===== config.mk =====
export PLATFORM = sky130hd
export DESIGN_NAME = domd_sbox8_ctrl_flat
export DESIGN_NICKNAME = d
export VERILOG_FILES = /design/src/rtl/domd_sbox8_ctrl_pkg.sv /design/src/rtl/domd_sbox8_ctrl_if.sv /design/src/rtl/domd_sbox8_ctrl.sv /design/src/flat_wrapper.sv
export SDC_FILE = /design/constraint.sdc
export NUM_CORES = 1
export LEC_CHECK = 0
export BUFFER_PORTS_ARGS = -buffer_cell sky130_fd_sc_hd__buf_4
export CORE_AREA = 8 8 473 475
export DETAILED_ROUTE_END_ITERATION = 6
export DIE_AREA = 0 0 481 483
export PLACE_DENSITY = 0.31
export REMOVE_ABC_BUFFERS = 1
export SLEW_MARGIN = 20
export SYNTH_ARGS = -nofsm -noshare
export SYNTH_HDL_FRONTEND = slang
export SYNTH_SLANG_ARGS = --single-unit

===== constraint.sdc =====
create_clock -name clk -period 4.45 [get_ports clk]
set_input_delay 0 -clock clk [delete_from_list [all_inputs] [get_ports clk]]
set_output_delay 0 -clock clk [all_outputs]
set_load 0.01 [all_outputs]

===== src/rtl/domd_sbox8_ctrl_pkg.sv =====
// Shared definitions for the DOM-d S-box front end: FSM encoding, randomness width
// and the share-packing index helper.
package domd_sbox8_ctrl_pkg;

   typedef enum logic [2:0] {
      ST_IDLE = 3'd0,
      ST_S0   = 3'd1,
      ST_S1   = 3'd2,
      ST_S2   = 3'd3,
      ST_S3   = 3'd4,
      ST_DONE = 3'd5
   } state_e;

   // Fresh randomness bits consumed by one S-box evaluation at order d.
   function automatic int rw_of(input int d);
      return 8 * d * (d + 1) / 2;
   endfunction

   // Bit position of share s of data bit b in a packed (d+1)-share byte.
   function automatic int shidx(input int b, input int s, input int d);
      return (d + 1) * b + s;
   endfunction

endpackage


===== src/rtl/domd_sbox8_ctrl_if.sv =====
// Shared-byte input, randomness input and shared-byte output streams of the S-box
// front end; slave is the controller side, master the producer/consumer side.
interface domd_sbox8_ctrl_if
   import domd_sbox8_ctrl_pkg::*;
#(
   parameter int D  = 10,
   parameter int RW = rw_of(D)
);
   logic             in_valid;
   logic             in_ready;
   logic [8*D+7:0]   in_shares;
   logic             rnd_valid;
   logic             rnd_ready;
   logic [RW-1:0]    rnd;
   logic             out_valid;
   logic             out_ready;
   logic [8*D+7:0]   out_shares;

   modport slave (
      input  in_valid, in_shares, rnd_valid, rnd, out_ready,
      output in_ready, rnd_ready, out_valid, out_shares
   );

   modport master (
      output in_valid, in_shares, rnd_valid, rnd, out_ready,
      input  in_ready, rnd_ready, out_valid, out_shares
   );
endinterface


===== src/rtl/domd_sbox8_ctrl.sv =====
// Sequencer for the DOM-d masked SKINNY-8 S-box: latches one shared byte plus its
// randomness word, steps the four stage enables and presents the shared result.
module domd_sbox8_ctrl
   import domd_sbox8_ctrl_pkg::*;
#(
   parameter int D  = 10,
   parameter int RW = rw_of(D)
) (
   input  logic              clk,
   input  logic              rst_n,
   domd_sbox8_ctrl_if.slave  bus,
   output logic [8*D+7:0]    sb_si,
   output logic [RW-1:0]     sb_r,
   output logic [3:0]        sb_en,
   input  logic [8*D+7:0]    sb_so
);

   state_e           r_state;
   state_e           w_state_nxt;
   logic [8*D+7:0]   r_sb_si;
   logic [RW-1:0]    r_sb_r;
   logic             w_slot;
   logic             w_accept;

   // Handshake: both streams are taken together or not at all; no data feeds these.
   always_comb begin
      w_slot        = (r_state == ST_IDLE) | ((r_state == ST_DONE) & bus.out_ready);
      w_accept      = bus.in_valid & bus.rnd_valid & w_slot;
      bus.in_ready  = bus.rnd_valid & w_slot;
      bus.rnd_ready = bus.in_valid & w_slot;
   end

   // Next-state logic: fixed four-step walk, DONE holds until drained.
   always_comb begin
      w_state_nxt = r_state;
      case (r_state)
         ST_IDLE: begin
            if (w_accept) w_state_nxt = ST_S0;
            else          w_state_nxt = ST_IDLE;
         end
         ST_S0:   w_state_nxt = ST_S1;
         ST_S1:   w_state_nxt = ST_S2;
         ST_S2:   w_state_nxt = ST_S3;
         ST_S3:   w_state_nxt = ST_DONE;
         ST_DONE: begin
            if (w_accept)           w_state_nxt = ST_S0;
            else if (bus.out_ready) w_state_nxt = ST_IDLE;
            else                    w_state_nxt = ST_DONE;
         end
         default: w_state_nxt = ST_IDLE;
      endcase
   end

   // State register.
   always_ff @(posedge clk or negedge rst_n) begin
      if (!rst_n) r_state <= ST_IDLE;
      else        r_state <= w_state_nxt;
   end

   // Operand registers; randomness is wiped once consumed, shares once drained.
   always_ff @(posedge clk or negedge rst_n) begin
      if (!rst_n) begin
         r_sb_si <= '0;
         r_sb_r  <= '0;
      end else if (w_accept) begin
         r_sb_si <= bus.in_shares;
         r_sb_r  <= bus.rnd;
      end else begin
         if (r_state == ST_S3)                      r_sb_r  <= '0;
         if ((r_state == ST_DONE) && bus.out_ready) r_sb_si <= '0;
      end
   end

   // Stage enables and output presentation, decoded from the state alone.
   always_comb begin
      sb_en          = 4'b0000;
      bus.out_valid  = 1'b0;
      bus.out_shares = '0;
      case (r_state)
         ST_S0:   sb_en = 4'b0001;
         ST_S1:   sb_en = 4'b0010;
         ST_S2:   sb_en = 4'b0100;
         ST_S3:   sb_en = 4'b1000;
         ST_DONE: begin
            bus.out_valid  = 1'b1;
            bus.out_shares = sb_so;
         end
         default: sb_en = 4'b0000;
      endcase
   end

   assign sb_si = r_sb_si;
   assign sb_r  = r_sb_r;

endmodule


===== src/flat_wrapper.sv =====
// flat-port wrapper written by rule: the top's interface ports become plain ports
module domd_sbox8_ctrl_flat import domd_sbox8_ctrl_pkg::*;
#(
   parameter int D  = 10,
   parameter int RW = rw_of(D)
)
  (clk, rst_n, sb_si, sb_r, sb_en, sb_so, bus_in_valid, bus_in_shares, bus_rnd_valid, bus_rnd, bus_out_ready, bus_in_ready, bus_rnd_ready, bus_out_valid, bus_out_shares);
  domd_sbox8_ctrl_if #(.D(D), .RW(RW)) bus_i ();
  input  logic clk;
  input  logic rst_n;
  output logic [8*D+7:0] sb_si;
  output logic [RW-1:0] sb_r;
  output logic [3:0] sb_en;
  input  logic [8*D+7:0] sb_so;
  input wire logic [$bits(bus_i.in_valid)-1:0] bus_in_valid;
  input wire logic [$bits(bus_i.in_shares)-1:0] bus_in_shares;
  input wire logic [$bits(bus_i.rnd_valid)-1:0] bus_rnd_valid;
  input wire logic [$bits(bus_i.rnd)-1:0] bus_rnd;
  input wire logic [$bits(bus_i.out_ready)-1:0] bus_out_ready;
  output wire logic [$bits(bus_i.in_ready)-1:0] bus_in_ready;
  output wire logic [$bits(bus_i.rnd_ready)-1:0] bus_rnd_ready;
  output wire logic [$bits(bus_i.out_valid)-1:0] bus_out_valid;
  output wire logic [$bits(bus_i.out_shares)-1:0] bus_out_shares;
  assign bus_i.in_valid = bus_in_valid;
  assign bus_i.in_shares = bus_in_shares;
  assign bus_i.rnd_valid = bus_rnd_valid;
  assign bus_i.rnd = bus_rnd;
  assign bus_i.out_ready = bus_out_ready;
  assign bus_in_ready = bus_i.in_ready;
  assign bus_rnd_ready = bus_i.rnd_ready;
  assign bus_out_valid = bus_i.out_valid;
  assign bus_out_shares = bus_i.out_shares;
  domd_sbox8_ctrl #(.D(D), .RW(RW)) u_core (.clk(clk), .rst_n(rst_n), .bus(bus_i), .sb_si(sb_si), .sb_r(sb_r), .sb_en(sb_en), .sb_so(sb_so));
endmodule

# == Yosys cells after proc, flatten, opt, wreduce, memory -nomap -nowiden ==
# Cells that the tools add are included.
# totals
in_bits,621
wordCells,29
reg_bits,531
# classes
muxes,11
bitwise,6
eq_ne,5
reduce_logical,4
# op_table
operator,n
two-way mux 440 bit,2
two-way mux 88 bit,3
one-hot mux 3 bit (6 select lines),1
one-hot mux 4 bit (4 select lines),1
== test 3 x 2 -> 1 bit (second input constant),2
== test 3 bit (second input constant),2
two-way mux 3 bit,2
AND 1 bit,5
nonzero test 2 bit,2
== test 3 x 1 -> 1 bit (second input constant),1
logical NOT 3 bit,1
two-way mux 1 bit,2
logical AND 1 bit,1
bitwise OR 1 bit,1

# == Logic depth before layout (Yosys ltp) ==
# depth
word_depth,6
mapped_depth,7
depth_no_buf,3

# == Worst setup path after synthesis ==
# Ideal clock, no wire load.
# synth_path
path_kind,reg-to-reg
start,register u_core.r_state[0]
end,register u_core.r_sb_r[100] (netlist: u_core.sb_r[100])
path_stages_with_launch,7
slack_ns,2.823
required_time_ns,4.329
setup_time_ns,0.121
synth_period_minus_slack_ns,1.627
arrival_time_ns,1.505
path_cell_list,dfrtp_1 -> buf_6 -> or3b_1 -> buf_4 -> buf_6 -> buf_6 -> a32o_1
# synth_via
elab_chain_cells,5
elab_cells_between_ends,8
# synth_lines
item,line,source
from (decl),domd_sbox8_ctrl.sv:18,state_e r_state;
from (signal assigned),domd_sbox8_ctrl.sv:57,else r_state <= w_state_nxt;
== test 3 bit,domd_sbox8_ctrl.sv:27,w_slot = (r_state == ST_IDLE) | ((r_state == ST_DONE) & bus.out_ready);
AND 1 bit,domd_sbox8_ctrl.sv:27,
bitwise OR 1 bit,domd_sbox8_ctrl.sv:27,
AND 1 bit,domd_sbox8_ctrl.sv:28,w_accept = bus.in_valid & bus.rnd_valid & w_slot;
two-way mux 440 bit or nonzero test 2 bit (tied branches),--,
to (signal assigned),domd_sbox8_ctrl.sv:67,r_sb_r <= bus.rnd;
to (decl),domd_sbox8_ctrl.sv:21,logic [RW-1:0] r_sb_r;
# Several ways; a longest one is shown, not always the timed one.
# A chain may end at the register's enable or synchronous reset.

# == Worst setup path in the final report ==
# layout_path
start,register u_core.r_state[2]
end,output port sb_en[3]
# layout_via
elab_chain_cells,2
elab_cells_between_ends,5
# layout_lines
item,line,source
"== test 3 bit, or another cell as far along",domd_sbox8_ctrl.sv:79,case (r_state)
one-hot mux 4 bit (4 select lines) *,domd_sbox8_ctrl.sv:79,
to (decl),flat_wrapper.sv:13,output logic [3:0] sb_en;
# Every way passes the cells marked *; elsewhere a longest branch is shown, timed or not.

==> impl_results.html <==
<table>
<tr><th>Metric</th><th>Value</th></tr>
<tr><th colspan="2">Status</th></tr>
<tr><td>Result of the run</td><td>completed</td></tr>
<tr><th colspan="2">Synthesis</th></tr>
<tr><td>Share of synthesized area spent on multiplexers</td><td>0%</td></tr>
<tr><td>Leading area contributor after synthesis</td><td>sky130_fd_sc_hd__dfrtp_1</td></tr>
<tr><td>EDFF count, synth</td><td>0</td></tr>
<tr><td>Post-synthesis compound-gate area fraction</td><td>25.54%</td></tr>
<tr><td>Ys Warns</td><td>0</td></tr>
<tr><td>Flops &amp; latches, synth</td><td>531</td></tr>
<tr><td>Synth Area in XOR/XNOR</td><td>0%</td></tr>
<tr><td>Sequential fraction of the synthesis area</td><td>65.01%</td></tr>
<tr><td>Most frequent cell after synthesis</td><td>sky130_fd_sc_hd__dfrtp_1</td></tr>
<tr><td>Mean instance size in the synthesized netlist</td><td>15.09 µm²</td></tr>
<tr><td>Combined area of all synthesized cells</td><td>0.02044 mm²</td></tr>
<tr><td>Synth Area in Adders</td><td>0%</td></tr>
<tr><td>Largest cells by area after synthesis</td><td>sky130_fd_sc_hd__dfrtp_1, sky130_fd_sc_hd__a32o_1, sky130_fd_sc_hd__a22o_1</td></tr>
<tr><td>Async set-reset flop share out of synthesis</td><td>100.0%</td></tr>
<tr><td>Fraction of post-synthesis cell area in the top cell type by area</td><td>65.01%</td></tr>
<tr><td>Largest family of logic cells by synthesized area</td><td>compound AO/OA/AOI/OAI gates</td></tr>
<tr><td>Post-Syn Instances</td><td>1354</td></tr>
<tr><td>Library cells used by synthesis</td><td>26</td></tr>
<tr><td>Post-Synth Simple-Gate Area</td><td>3.306%</td></tr>
<tr><td>Most used flip-flop cell after synthesis</td><td>sky130_fd_sc_hd__dfrtp_1</td></tr>
<tr><td>Most common library cells after synthesis</td><td>sky130_fd_sc_hd__dfrtp_1, sky130_fd_sc_hd__a32o_1, sky130_fd_sc_hd__and2_1, sky130_fd_sc_hd__a22o_1, sky130_fd_sc_hd__buf_2</td></tr>
<tr><th colspan="2">Die</th></tr>
<tr><td>Number of rows in the core area</td><td>171</td></tr>
<tr><td>Die Ht</td><td>483 µm</td></tr>
<tr><td>Die X-Extent</td><td>481 µm</td></tr>
<tr><td>Effective utilization at floorplan</td><td>9.458%</td></tr>
<tr><td>Core outline area</td><td>0.2161 mm²</td></tr>
<tr><td>Boundary Pins</td><td>1244</td></tr>
<tr><td>Area of the die</td><td>0.2323 mm²</td></tr>
<tr><th colspan="2">Clock tree</th></tr>
<tr><td>Hold buffers post-CTS</td><td>589</td></tr>
<tr><td>Clock tree from TritonCTS</td><td>built</td></tr>
<tr><td>Clock buffer count from CTS</td><td>77</td></tr>
<tr><td>Clk Latency, worst-skew pair</td><td>0.67 ns</td></tr>
<tr><td>Number of buffers inserted by post-CTS setup repair</td><td>0</td></tr>
<tr><td>Number of H-tree levels</td><td>3</td></tr>
<tr><td>Clock Tree Root</td><td>sky130_fd_sc_hd__clkbuf_16</td></tr>
<tr><td>CTS sink count</td><td>531</td></tr>
<tr><td>Clock-pin transition on the worst setup and hold timing paths</td><td>0.05 ns</td></tr>
<tr><td>Maximum clock insertion buffer count</td><td>3</td></tr>
<tr><td>Count of instances resized after the clock tree is built</td><td>0</td></tr>
<tr><th colspan="2">Place</th></tr>
<tr><td>Routability-driven placement congestion ratio</td><td>0.8371</td></tr>
<tr><td>Number of placed instances with taps included</td><td>5325</td></tr>
<tr><td>Estimated wirelength of the detail-placed design</td><td>132300 µm</td></tr>
<tr><td>Port Buffer Count</td><td>1243</td></tr>
<tr><th colspan="2">Drt</th></tr>
<tr><td>Detailed Route WL</td><td>166500 µm</td></tr>
<tr><td>Wire per inst</td><td>27.42 µm</td></tr>
<tr><td>Drt pass-1 iters</td><td>5</td></tr>
<tr><td>Drc violations</td><td>0</td></tr>
<tr><td>Remaining number of nets flagged by the antenna check after routing</td><td>0</td></tr>
<tr><td>Starting DRC count in detailed routing</td><td>1247</td></tr>
<tr><td>Number of vias per cell</td><td>3.537</td></tr>
<tr><td>Via count</td><td>21469</td></tr>
<tr><th colspan="2">Timing</th></tr>
<tr><td>Total setup violations reported at the end of the flow</td><td>0</td></tr>
<tr><td>Setup repair after global routing missed its margin</td><td>false</td></tr>
<tr><td>Minimum clock period after layout</td><td>2.967 ns</td></tr>
<tr><td>Actual slew at the worst max-slew pin</td><td>0.9426 ns</td></tr>
<tr><td>Final Cycle Share</td><td>66.67%</td></tr>
<tr><td>Final number of max-transition violations</td><td>0</td></tr>
<tr><td>Clk_skew</td><td>0.01968 ns</td></tr>
<tr><td>Hold Fails Final Rpt</td><td>0</td></tr>
<tr><td>Relative slew slack</td><td>37.16%</td></tr>
<tr><td>Worst-case hold slack</td><td>0.07895 ns</td></tr>
<tr><td>Max Clock Freq</td><td>337.1 MHz</td></tr>
<tr><th colspan="2">Worst setup path</th></tr>
<tr><td>Data arrival time of the critical path</td><td>2.97 ns</td></tr>
<tr><td>Crit Path Category</td><td>reg -&gt; out</td></tr>
<tr><td>Required time at the endpoint of the critical path</td><td>4.45 ns</td></tr>
<tr><td>Endpoint type of the worst setup path</td><td>output port</td></tr>
<tr><td>Worst Setup Start Kind</td><td>flip-flop</td></tr>
<tr><td>Largest driver fanout on the critical path</td><td>119</td></tr>
<tr><th colspan="2">Global routing</th></tr>
<tr><td>Total Routing Usage GR</td><td>13.58%</td></tr>
<tr><td>Overflow left after global routing</td><td>0</td></tr>
<tr><td>Antenna violations before repair</td><td>87</td></tr>
<tr><td>Vias in the first global route</td><td>23204</td></tr>
<tr><td>Global-route wire length before repair</td><td>218500 µm</td></tr>
<tr><td>Maximum number of pins on one net before global-route repair</td><td>134</td></tr>
<tr><th colspan="2">Finish</th></tr>
<tr><td>Final net count</td><td>3760</td></tr>
<tr><td>Core Util, Final</td><td>19.11%</td></tr>
<tr><td>Fillcell total</td><td>23807</td></tr>
<tr><td>Non-filler instance count after layout</td><td>6070</td></tr>
<tr><td>Share of final-layout standard cells stronger than drive strength 1</td><td>44.42%</td></tr>
<tr><td>Area growth, synth to finish</td><td>102.1%</td></tr>
<tr><th colspan="2">Worst hold path</th></tr>
<tr><td>Class of the tightest hold or removal check</td><td>in -&gt; async</td></tr>
<tr><th colspan="2">Flow run</th></tr>
<tr><td>Reported max-cap violation count</td><td>0</td></tr>
<tr><th colspan="2">Power</th></tr>
<tr><td>Static leakage power</td><td>18.94 nW</td></tr>
<tr><td>Total power divided by cell area</td><td>578.3 mW/mm²</td></tr>
<tr><td>Peak ir drop on the vdd network</td><td>0.2899 mV</td></tr>
</table>
-- layout by cell type (no fill, tap or decap), types with 2 or more instances in the layout --
| master | n |
|---|---|
| sky130_fd_sc_hd__or2_2 | 2 |
| sky130_fd_sc_hd__and2_1 | 91 |
| sky130_fd_sc_hd__buf_12 | 18 |
| sky130_fd_sc_hd__buf_4 | 1275 |
| sky130_fd_sc_hd__clkinvlp_4 | 2 |
| sky130_fd_sc_hd__inv_6 | 4 |
| sky130_fd_sc_hd__bufinv_16 | 8 |
| sky130_fd_sc_hd__dlygate4sd3_1 | 588 |
| sky130_fd_sc_hd__clkbuf_16 | 79 |
| sky130_fd_sc_hd__clkbuf_1 | 21 |
| sky130_fd_sc_hd__nand2_1 | 5 |
| sky130_fd_sc_hd__nor3_1 | 2 |
| sky130_fd_sc_hd__dfrtp_1 | 531 |
| sky130_fd_sc_hd__buf_16 | 3 |
| sky130_fd_sc_hd__diode_2 | 19 |
| sky130_fd_sc_hd__inv_1 | 2 |
| sky130_fd_sc_hd__a22o_1 | 88 |
| sky130_fd_sc_hd__clkinv_2 | 14 |
| sky130_fd_sc_hd__a32o_1 | 440 |
| sky130_fd_sc_hd__clkbuf_8 | 9 |
| sky130_fd_sc_hd__nor3b_1 | 2 |
-- stage by stage --
step	total power [mW]	setup slack [ns]	setup TNS, ns	instance area (µm²)
detailed placement	17.28	1.832	0	32800
floorplan	11.33	-5.914	-2924.11	19190
CTS	24.53	1.377	0	41250
global route	25.36	1.304	0	41290
finish	23.88	1.483	0	41300
global placement	17.27	1.846	0	32740
-- report_power, final --
group / switching, mW / leakage (nW) / internal, mW / total (mW)
Sequential: 1.16 / 6.92 / 6.56 / 7.72
Combinational: 5.14 / 10.8 / 4.60 / 9.73
Clock: 2.57 / 1.25 / 3.87 / 6.43
Total: 8.86 / 18.9 / 15.0 / 23.9
-- worst max-delay path, cell delays in order (launching register included) --
cell and delay [ns]:
sky130_fd_sc_hd__dfrtp_1 0.51, sky130_fd_sc_hd__or3b_4 0.83, sky130_fd_sc_hd__buf_12 0.43, sky130_fd_sc_hd__inv_1 0.09, sky130_fd_sc_hd__buf_4 0.17
-- cell type report --
| class | instances | area [µm²] | share of cell area, % |
|---|---|---|---|
| inverters | 2 | 7.507 | 0.01818 |
| well taps | 2854 | 3571 | 8.647 |
| clock buffers | 109 | 2180 | 5.278 |
| diodes | 19 | 47.55 | 0.1151 |
| clock inverters | 28 | 360.3 | 0.8726 |
| flip-flops and latches | 531 | 13290 | 32.18 |
| multi-input cells | 642 | 5927 | 14.35 |
| repair buffers | 1885 | 15920 | 38.54 |
-- layer usage --
metal / GRT usage (%) / wire length, µm / share of wire, %
met1: 14.67 / 60760 / 36
met2: 21.88 / 76700 / 46
met3: 8.657 / 24240 / 15
met4: 4.084 / 4693 / 2.8
met5: 0 / 71 / 0.043
-- logic make-up after synthesis --
logic type,count (synthesis)
AOI/OAI and AO/OA,534
buffers and inverters,181
and+or+nand+nor,108
DFF,531
-- worst paths after layout --
path | depth (start not counted) | to | startpoint | slack (ns)
worst min register to register | 1 | u_core.sb_si[77] | u_core.sb_si[77] | 0.50
max in group asynchronous | 3 | u_core.sb_r[286] | rst_n | 3.62
min in group clk | 3 | u_core.sb_r[106] | bus_rnd[106] | 0.09
worst max-delay path | 4 | sb_en[3] | u_core.r_state[2] | 1.48
worst max register to register | 5 | u_core.sb_r[247] | u_core.r_state[1] | 1.79
worst min-delay path | 3 | u_core.sb_si[5] | rst_n | 0.08
-- sequential cells by signal, summed over array words and instances (netlist names) --
name / cells
u_core.sb_si: 88
u_core.sb_r: 440
u_core.r_state: 3
(Power assumes the default switching activity.)
